### config.mk
export PLATFORM = sky130hd
export DESIGN_NAME = halfadder_scheduler
export DESIGN_NICKNAME = d
export VERILOG_FILES = /design/src/rtl/halfadder_scheduler.sv
export SDC_FILE = /design/constraint.sdc
export NUM_CORES = 1
export LEC_CHECK = 0
export CORE_ASPECT_RATIO = 0.5
export CORE_MARGIN = 2
export CORE_UTILIZATION = 45
export DETAILED_ROUTE_END_ITERATION = 8
export PLACE_DENSITY = 0.78
export SLEW_MARGIN = 20
export SYNTH_ARGS = -nofsm -noshare
export SYNTH_HDL_FRONTEND = slang
export SYNTH_SLANG_ARGS = --single-unit
### constraint.sdc
create_clock -name clk -period 3.4 [get_ports clk]
set_clock_uncertainty 0.05 [all_clocks]
set_input_delay 0.34 -clock clk [delete_from_list [all_inputs] [get_ports clk]]
set_output_delay 0.34 -clock clk [all_outputs]
set_load 0.01 [all_outputs]
### src/rtl/halfadder_scheduler.sv
// Round-robin front end sharing one registered half adder among NUM_REQ requesters.
// state | meaning: IDLE | arbitrating, no operation outstanding; WAIT | operands issued, awaiting ha_valid or timeout
module halfadder_scheduler #(
  parameter int NUM_REQ = 4,
  parameter int TIMEOUT = 15,
  parameter int IDW     = $clog2(NUM_REQ)
) (
  input  logic               clk,
  input  logic               reset,
  input  logic [NUM_REQ-1:0] req,
  input  logic [NUM_REQ-1:0] a_in,
  input  logic [NUM_REQ-1:0] b_in,
  output logic [NUM_REQ-1:0] gnt,
  output logic               rsp_valid,
  output logic [IDW-1:0]     rsp_id,
  output logic               rsp_sum,
  output logic               rsp_carry,
  output logic               rsp_err,
  output logic               busy,
  output logic               ha_a,
  output logic               ha_b,
  output logic               ha_start,
  input  logic               ha_sum,
  input  logic               ha_carry,
  input  logic               ha_valid
);

  localparam logic ST_IDLE = 1'b0;
  localparam logic ST_WAIT = 1'b1;
  localparam int CNT_W = 8;
  localparam logic [CNT_W-1:0] TO_LAST = CNT_W'(TIMEOUT - 1);

  logic               state_q, state_d;
  logic [CNT_W-1:0]   cnt_q, cnt_d;
  logic [IDW-1:0]     last_q, last_d;
  logic [NUM_REQ-1:0] gnt_q, gnt_d;
  logic               start_q, start_d;
  logic               ha_a_q, ha_a_d;
  logic               ha_b_q, ha_b_d;
  logic               rsp_valid_q, rsp_valid_d;
  logic [IDW-1:0]     rsp_id_q, rsp_id_d;
  logic               rsp_sum_q, rsp_sum_d;
  logic               rsp_carry_q, rsp_carry_d;
  logic               rsp_err_q, rsp_err_d;
  logic               busy_q, busy_d;

  logic               win_found;
  logic [IDW-1:0]     win_idx;
  logic [IDW:0]       scan;

  // Scan last+1, last+2, ... with wrap; the extra bit keeps the sum from overflowing.
  always_comb begin
    win_found = 1'b0;
    win_idx   = '0;
    scan      = '0;
    for (int i = 1; i <= NUM_REQ; i++) begin
      scan = {1'b0, last_q} + (IDW+1)'(i);
      if (scan >= (IDW+1)'(NUM_REQ)) scan = scan - (IDW+1)'(NUM_REQ);
      if (!win_found && req[scan[IDW-1:0]]) begin
        win_found = 1'b1;
        win_idx   = scan[IDW-1:0];
      end
    end
  end

  always_comb begin
    state_d     = state_q;
    cnt_d       = cnt_q;
    last_d      = last_q;
    gnt_d       = '0;
    start_d     = 1'b0;
    ha_a_d      = ha_a_q;
    ha_b_d      = ha_b_q;
    rsp_valid_d = 1'b0;
    rsp_id_d    = rsp_id_q;
    rsp_sum_d   = rsp_sum_q;
    rsp_carry_d = rsp_carry_q;
    rsp_err_d   = rsp_err_q;
    case (state_q)
      ST_IDLE: begin
        if (win_found) begin
          state_d = ST_WAIT;
          gnt_d   = NUM_REQ'(1) << win_idx;
          start_d = 1'b1;
          ha_a_d  = a_in[win_idx];
          ha_b_d  = b_in[win_idx];
          last_d  = win_idx;
          cnt_d   = '0;
        end
      end
      default: begin
        if (cnt_q != '1) cnt_d = cnt_q + 1'b1;
        // During the issue cycle the adder still shows the previous result.
        if (cnt_q != '0) begin
          if (ha_valid) begin
            state_d     = ST_IDLE;
            rsp_valid_d = 1'b1;
            rsp_id_d    = last_q;
            rsp_sum_d   = ha_sum;
            rsp_carry_d = ha_carry;
            rsp_err_d   = 1'b0;
          end else if (cnt_q == TO_LAST) begin
            state_d     = ST_IDLE;
            rsp_valid_d = 1'b1;
            rsp_id_d    = last_q;
            rsp_sum_d   = 1'b0;
            rsp_carry_d = 1'b0;
            rsp_err_d   = 1'b1;
          end
        end
      end
    endcase
    busy_d = (state_d == ST_WAIT);
  end

  always_ff @(posedge clk or negedge reset) begin
    if (!reset) begin
      state_q     <= ST_IDLE;
      cnt_q       <= '0;
      last_q      <= IDW'(NUM_REQ - 1);
      gnt_q       <= '0;
      start_q     <= 1'b0;
      ha_a_q      <= 1'b0;
      ha_b_q      <= 1'b0;
      rsp_valid_q <= 1'b0;
      rsp_id_q    <= '0;
      rsp_sum_q   <= 1'b0;
      rsp_carry_q <= 1'b0;
      rsp_err_q   <= 1'b0;
      busy_q      <= 1'b0;
    end else begin
      state_q     <= state_d;
      cnt_q       <= cnt_d;
      last_q      <= last_d;
      gnt_q       <= gnt_d;
      start_q     <= start_d;
      ha_a_q      <= ha_a_d;
      ha_b_q      <= ha_b_d;
      rsp_valid_q <= rsp_valid_d;
      rsp_id_q    <= rsp_id_d;
      rsp_sum_q   <= rsp_sum_d;
      rsp_carry_q <= rsp_carry_d;
      rsp_err_q   <= rsp_err_d;
      busy_q      <= busy_d;
    end
  end

  assign gnt       = gnt_q;
  assign ha_start  = start_q;
  assign ha_a      = ha_a_q;
  assign ha_b      = ha_b_q;
  assign rsp_valid = rsp_valid_q;
  assign rsp_id    = rsp_id_q;
  assign rsp_sum   = rsp_sum_q;
  assign rsp_carry = rsp_carry_q;
  assign rsp_err   = rsp_err_q;
  assign busy      = busy_q;

endmodule

After elaboration in Yosys (flattened, before gate mapping)
Cells that the tools add are included.
{ "totals": {"ff_bits": 24, "inputBits": 17, "output_inout_bits": 14, "word_cells": 93} }
{ "op_classes": {"add_sub_neg": 9, "order_cmp": 9, "n_eq_ne": 3, "shifts": 1, "n_mux": 46, "bitwise": 1, "n_reduce_logical": 12} }
{ "ops": {"columns": ["operator", "n"], "rows": [
  ["$mux 1", 25],
  ["$mux 8", 3],
  ["$mux 2", 10],
  ["$lt 2x3->1 const B", 5],
  ["$bmux 1 s2", 6],
  ["$ge 3x3->1 const B", 4],
  ["$add 8x1->8 const B", 1],
  ["$eq 8x4->1 const B", 1],
  ["$mux 4", 2],
  ["$ne 8x8->1 const B", 1],
  ["$reduce_bool 8->1", 1],
  ["$sub 2x1->2 const B", 4],
  ["$add 2x2->3 const B", 2],
  ["$reduce_and 2->1", 2],
  ["$reduce_bool 2->1", 2],
  ["$shl 1x2->4 const A", 1],
  ["$add 2x1->3 const B", 1],
  ["$add 2x3->3 const B", 1],
  ["$logic_and 1x1->1", 3],
  ["$logic_not 1->1", 3],
  ["$reduce_and 3->1", 1],
  ["$ne 2x1->1 const B", 1],
  ["$not 1->1", 1]
]} }

Depth between registers and ports, before layout
Gate-level depths: netlist of the first run.
{ "logic_depth": {"word_depth": 18, "ltp_mapped": 7, "ltp_nobuf": 7} }

Worst setup path after synthesis of the first run
Ideal clock, no wire load.
{ "synth_path": {"path_kind": "flip-flop to flip-flop", "startpoint": "register cnt_q[1]", "endpoint": "register cnt_q[4]", "setup_time_ns": 0.121, "t_arrival_ns": 1.468, "t_required_ns": 3.229, "setup_slack_ns": 1.761, "path_stages_with_launch": 7, "path_buffers": 0, "period_less_slack_ns": 1.639, "path_cell_list": "dfrtp_1 -> ha_1 -> nand2_1 -> or3_4 -> o2111ai_2 -> xor2_1 -> nor2_1"} }
{ "synth_via": {"elab_chain_len": 3, "elab_cells_between_ends": 6, "cone_classes": "add/sub: 1; eq/ne: 2; mux: 2; reduce/logical: 1"} }
{ "synth_rtl": {"columns": ["element", "line_no", "source"], "rows": [
  ["start: declaration", "34", "logic [CNT_W-1:0] cnt_q, cnt_d;"],
  ["start signal: assignment", "133", "cnt_q <= cnt_d;"],
  ["$add 8x1->8 or $ne 8x8->1 (tied branches)", "92", "if (cnt_q != '1) cnt_d = cnt_q + 1'b1;"],
  ["$mux 8 or $ne 2x1->1 (tied branches)", null, null],
  ["$mux 8 or $reduce_and 2->1 (tied branches)", null, null]
]} }
Several ways; a longest one is shown, not always the timed one. The select of a mux whose other input is x is not followed.
A chain may end at the register's enable or synchronous reset.

Final worst setup path of the first run
{ "layout_path": {"startpoint": "input req[3]", "endpoint": "register ha_a_q, in the netlist ha_a"} }
{ "layout_via": {"elab_chain_len": 14, "elab_cells_between_ends": 25, "cone_classes": "mux: 18; reduce/logical: 7"} }
{ "layout_rtl": {"columns": ["element", "line_no", "source"], "rows": [
  ["start: declaration", "10", "input logic [NUM_REQ-1:0] req,"],
  ["$bmux 1 s2", "59", "if (!win_found && req[scan[IDW-1:0]]) begin"],
  ["$mux 1 (not written as such)", "59", null],
  ["$mux 1", "59", null],
  ["$logic_not 1->1", "59", null],
  ["$logic_and 1x1->1", "59", null],
  ["$mux 1", "59", null],
  ["$logic_not 1->1", "59", null],
  ["$logic_and 1x1->1", "59", null],
  ["$mux 1", "59", null],
  ["$logic_not 1->1", "59", null],
  ["$logic_and 1x1->1", "59", null],
  ["$mux 2", "59", null],
  ["$bmux 1 s2", "85", "ha_a_d = a_in[win_idx];"],
  ["$mux 1 (not written as such)", "85", null],
  ["end signal: assignment", "123", "ha_a_q <= 1'b0;"],
  ["end signal: assignment", "137", "ha_a_q <= ha_a_d;"],
  ["end: declaration", "38", "logic ha_a_q, ha_a_d;"]
]} }
Several ways; a longest one is shown, not always the timed one. The select of a mux whose other input is x is not followed.

==> metrics, run 1 <==
post_cts resized 0; layout cells sized above 1 0.1234; xor/xnor share of the synthesized area 0.04217; 1st-iter DRT viols 46; Starting Density 0.4759; Power Density roughly 770 nW/um^2; TritonCTS clock tree done; worst-path cell chain clkdlybuf4s50_1 -> nor4_2 -> nor2_1 -> nand2b_1 -> o211ai_2; max_slew headroom 0.3916; row cnt 13; CP Launch Type primary input; vias per cell about 5.5; Hold WC Path Type in2async; Post-CTS Setup Bufs 0; max_cap viols 0; CP bufs+invs 1; gr ovfl total 0; area growth from synthesis to layout 31.83%; GPL Wtd Cong 0.8680; initial antenna violation count 0; hold_buf cts 0; Antenna Nets Post-Route 0; final setup fails 0; Hold WS -13.06 ps; Post-Synth Simple-Gate Area 0.1988; Fin. Hold Viols 22; setup_tns 0 ps; minimum clock period after layout between 2000 and 2500 ps; width of the die a little under 80 um; critical path class in2reg; maximum number of pins on one net before global-route repair 25; clk_lat worst skew ~270 ps; Compound-Gate Fraction of Synth Area 0.1596; TritonCTS Sinks 24; syn_area_per_cell 10.21 sq um; CP max stage cell nor2_1; crit-path leading delay family simple AND/OR/NAND/NOR gates; number of warnings issued by yosys 0; status finished with violations; CTS buffer count 3; WL final around 2.7 mm; Port Buffers 30; cell area after synthesis around 1200 sq um; die area 3232 sq um; # IOs 31; register area between 600 and 700 sq um; routed length per instance approximately 14 um; number of synthesized flops with an enable pin 0; Req. time, crit path about 3600 ps; post-synthesis sequential area ratio 0.4839; Synth Area in Adders 0.03012; H-tree levels 1; clk root buf clkbuf_8; clock buffer depth 2; Crit Path Max Fanout 16; first-pass GRT wire length around 4.1 mm; LEAKAGE 0.7012 nW; worst stage delay on the critical path roughly 700 ps; diode count 0; drt pass-1 iters 4; violations in the final reports hold timing; Worst Tran Pin Value between 900 and 1000 ps; Detailed Place HPWL around 2.0 mm; fin. max-slew vios 0; area of the multi-input gates 596.8 sq um; Synth Instances between 100 and 150; proportion of synthesized area in mux cells 0.04819; overall global routing resource usage 0.1754; Core Footprint roughly 2600 sq um; # DRC 0; Worst-path clk slew roughly 90 ps; Fillers between 200 and 250; synth unique cells 38; crit share post-route 0.6187; Total Nets Final 175; RSZ-0062 raised after global routing false; vias in the first global route around 850; critical path endpoint category flip-flop; Top FF cell, synth dfrtp_1; worst path arrival time ~2300 ps; largest family of logic cells by synthesized area simple AND/OR/NAND/NOR gates; Die Y-Extent just over 40 um; Seq cells post-synth 24; FMAX 475.4 MHz; maximum VDD drop around 0.00036 V; Async S/R FF share, synth 1.000; syn nets around 140; vias 1055
## cells by family after synthesis
family / Yosys count
AOI/OAI and AO/OA: 24
and+or+nand+nor: 50
muxes: 5
adders and majority gates: 3
DFF: 24
xor gates and xnor gates: 6
buffers and inverters: 10
## worst paths after layout
path	start	end	slack [ps]	depth (start not counted)
max reg2reg	busy	ha_a	1460	3
min reg2reg	rsp_id[0]	rsp_id[0]	440	2
max	req[3]	ha_a	1300	5
max in group asynchronous	reset	last_q[0]	2950	1
min in group clk	rsp_id[0]	rsp_id[0]	440	2
min	reset	cnt_q[2]	-10	1
## Yosys cell counts (3+ instances only)
cell       n  share of area
nand3_1    7          0.028
a21oi_1    3          0.012
mux2i_1    3          0.024
nor2_1    14          0.042
o21ai_0    6          0.024
inv_1      7          0.021
nand2_1   14          0.042
ha_1       3          0.030
xor2_1     4          0.028
o211ai_2   3          0.030
dfrtp_1   22           0.44
## report_power, final
part           switching, mW  internal, mW  leakage [nW]
combinational          0.268         0.259         0.359
clock                 0.0948         0.158        0.0357
sequential            0.0913         0.395         0.307
## state kept, by name (all words and copies together) (netlist names), 2 cells and up
register / count
rsp_id: 2
last_q: 2
cnt_q: 8
gnt: 4
## placed cells by master, fill, tap and decap left out, types with 3 or more instances in the layout
| cell type | n |
|---|---|
| dfrtp_1 | 22 |
| nand2_1 | 14 |
| mux2i_1 | 3 |
| inv_1 | 7 |
| o211ai_2 | 3 |
| nand3_1 | 7 |
| a21oi_1 | 3 |
| ha_1 | 3 |
| clkdlybuf4s50_1 | 29 |
| clkbuf_8 | 3 |
| xor2_1 | 4 |
| o21ai_0 | 6 |
| nor2_1 | 14 |
## stage by stage
step / cells / total power [mW] / util / area (sq um) / worst slack, ps
3_3_place_gp: 187 / 1.003 / 0.6020 / 1577 / 1125
6_report: 191 / 1.265 / 0.6273 / 1643 / 1296
5_1_grt: 191 / 1.342 / 0.6273 / 1643 / 1023
3_5_place_dp: 187 / 1.020 / 0.6020 / 1577 / 975.5
2_1_floorplan: 122 / 0.7970 / - / 1246 / 1761
4_1_cts: 191 / 1.270 / 0.6292 / 1648 / 1269
## layout make-up
cell class	count	area share
clock buffer	3	0.02513
tap	37	0.02818
clock inverter	1	0.01828
inverter	8	0.01828
multi-input combinational	88	0.3633
timing repair buffer	30	0.1797
sequential	24	0.3671
## routing by layer
metal,up-vias,wire (um),GRT usage
met5,-,0,0
met4,0,14,0.03947
met2,27,1351,0.3190
li1,492,-,-
met1,534,1194,0.2151
met3,2,108,0.05507
Note: power is estimated with default switching activity, not from simulation.
==> run 2: changes to the inputs <==
Clock period 3.4 ns to 1.96 ns, I/O delays scaled along.
==> run 2 against run 1 <==
  * The flow now finishes without violations
  * Cell count is 2.1% higher
  * Non-clock buffer count increased by 4
  * Hold slack better by 230 ps
  * Design area rose by 1.1%
  * Largest cell class unchanged
  * Highest routed layer unchanged
==> metrics, run 2 (synthesis results as in run 1) <==
GPL Wtd Cong 0.8216 (-5.3%); status completed; minimum clock period after layout ~1800 ps; Total Nets Final 179 (+2.3%); critical path class reg2reg; fin area 1662 sq um (+1.1%); gr ovfl total 0 (unchanged); Antenna Nets Post-Route 0 (unchanged); first-pass GRT wire length 4.029 mm (-1.5%); worst stage delay on the critical path 420 ps (-280 ps); layout cells sized above 1 0.1456 (+0.02219); width of the die 78.42 um (unchanged); CP bufs+invs 0 (-1); max_cap viols 0 (unchanged); Fin. Hold Viols 0 (-100%); # IOs 31 (unchanged); worst-path cell chain ha_1 -> nand2_1 -> or3_4 -> o2111ai_2 -> xor2_1 -> nor2_1; setup_tns 0 ps (unchanged); fin util 0.6345 (+0.007167); Worst-path clk slew 90 ps (about the same); max_slew headroom 0.7370 (+0.3454); vias per cell 5.159 (-6.6%); final setup fails 0 (unchanged); Hold WC Path Type in2async; Largest register FFs 8 (unchanged); Hold WS 219.7 ps (+232.8 ps); final worst slack 194.9 ps (-1102 ps); Port Buffers 30 (unchanged); Crit Path Max Fanout 5 (-11); TritonCTS Sinks 24 (unchanged); # DRC 0 (unchanged); RSZ-0062 raised after global routing false; TritonCTS clock tree done; overall global routing resource usage 0.1703 (-0.005052); Starting Density 0.4759 (unchanged); LEAKAGE 0.7153 nW (+2.0%); Setup WS pre-CTS -1.604 ps (-977.1 ps); FMAX about 570 MHz; crit share post-route 0.9005; clk root buf clkbuf_8; drt pass-1 iters 4 (unchanged); Post-CTS Setup Bufs 0 (unchanged); WL final 2.430 mm (-8.9%); CP max stage cell dfrtp_1; die area 3232 sq um (unchanged); initial antenna violation count 0 (unchanged); diode count 0 (unchanged); crit-path leading delay family simple AND/OR/NAND/NOR gates; routed length per instance 12.46 um (-11%); critical path endpoint category flip-flop; Die Y-Extent 41.21 um (unchanged); most flop-heavy register cnt_q; maximum VDD drop 0.0005687 V (+59%); clock buffer depth 2 (unchanged); commonest non-fill, non-tap cell in the layout clkdlybuf4s50_1; CTS buffer count 3 (unchanged); row cnt 13 (unchanged); Req. time, crit path 2080 ps (-1470 ps); Detailed Place HPWL 1.895 mm (-3.7%); vias 1006 (-4.6%); area growth from synthesis to layout 33.33%; overall power 2.105 mW (+66%); most frequent cells in the layout clkdlybuf4s50_1 (30), dfrtp_1 (22), nand2_1 (14), nor2_1 (14); maximum number of pins on one net before global-route repair 25 (unchanged); Worst Tran Pin Value 393.0 ps (-516.2 ps); H-tree levels 1 (unchanged); Finished Layout Cells 195 (+2.1%); worst path arrival time 1880 ps (-370 ps); Core Footprint 2619 sq um (unchanged); placed insts 191 (+2.1%); clk_lat worst skew 270 ps (about the same); vias in the first global route 909 (+6.7%); post-place instance area 1607 sq um (+1.9%); fin. max-slew vios 0 (unchanged); 1st-iter DRT viols 48 (+4.3%); Power Density 1267 nW/um^2 (+64%); CP Launch Type flip-flop
[run 2: cell type report]
| type | count | area, sq um |
|---|---|---|
| Clock buffer | 4 | 55.05 |
| Fill cell | 211 | 957.2 |
| Inverter | 8 | 30.03 |
| Multi-Input combinational cell | 88 | 596.8 |
| Sequential cell | 24 | 603.1 |
| Tap cell | 37 | 46.29 |
| Timing Repair Buffer | 34 | 330.3 |
[run 2: path summary, 6_finish.rpt]
kind,end,cells after the start,slack [ps],start
max,cnt_q[4],6,190,cnt_q[1]
min,cnt_q[5],2,220,reset
max reg2reg,cnt_q[4],6,190,cnt_q[1]
min reg2reg,rsp_id[1],2,440,rsp_id[1]
max in group asynchronous,last_q[1],2,1350,reset
min in group clk,rsp_id[1],2,440,rsp_id[1]
[run 2: timing repair]
action,CTS,global route
hold endpoints to repair,0,0
setup endpoints to repair,0,2
resized for setup,0,1
hold buffers,0,0
[run 2: worst register-to-register path, stage by stage (launching register included)]
cell and delay, ps:
dfrtp_1 420, ha_1 250, nand2_1 130, or3_4 420, o2111ai_2 200, xor2_1 160
nor2_1 50
[run 2: power breakdown]
group | leakage [nW] | total (mW) | switching (mW) | internal, mW
Combinational | 0.380 | 0.928 | 0.452 | 0.476
Sequential | 0.307 | 0.833 | 0.148 | 0.685
Clock | 0.0288 | 0.344 | 0.165 | 0.180
Total | 0.715 | 2.10 | 0.765 | 1.34
[run 2: layer usage]
layer / GRT usage / vias to the layer above / wire length [um]
met4: 0.05263 / 0 / 13
met3: 0.04626 / 2 / 77
met5: 0 / - / 0
li1: - / 504 / -
met1: 0.2016 / 481 / 1148
met2: 0.3211 / 19 / 1191
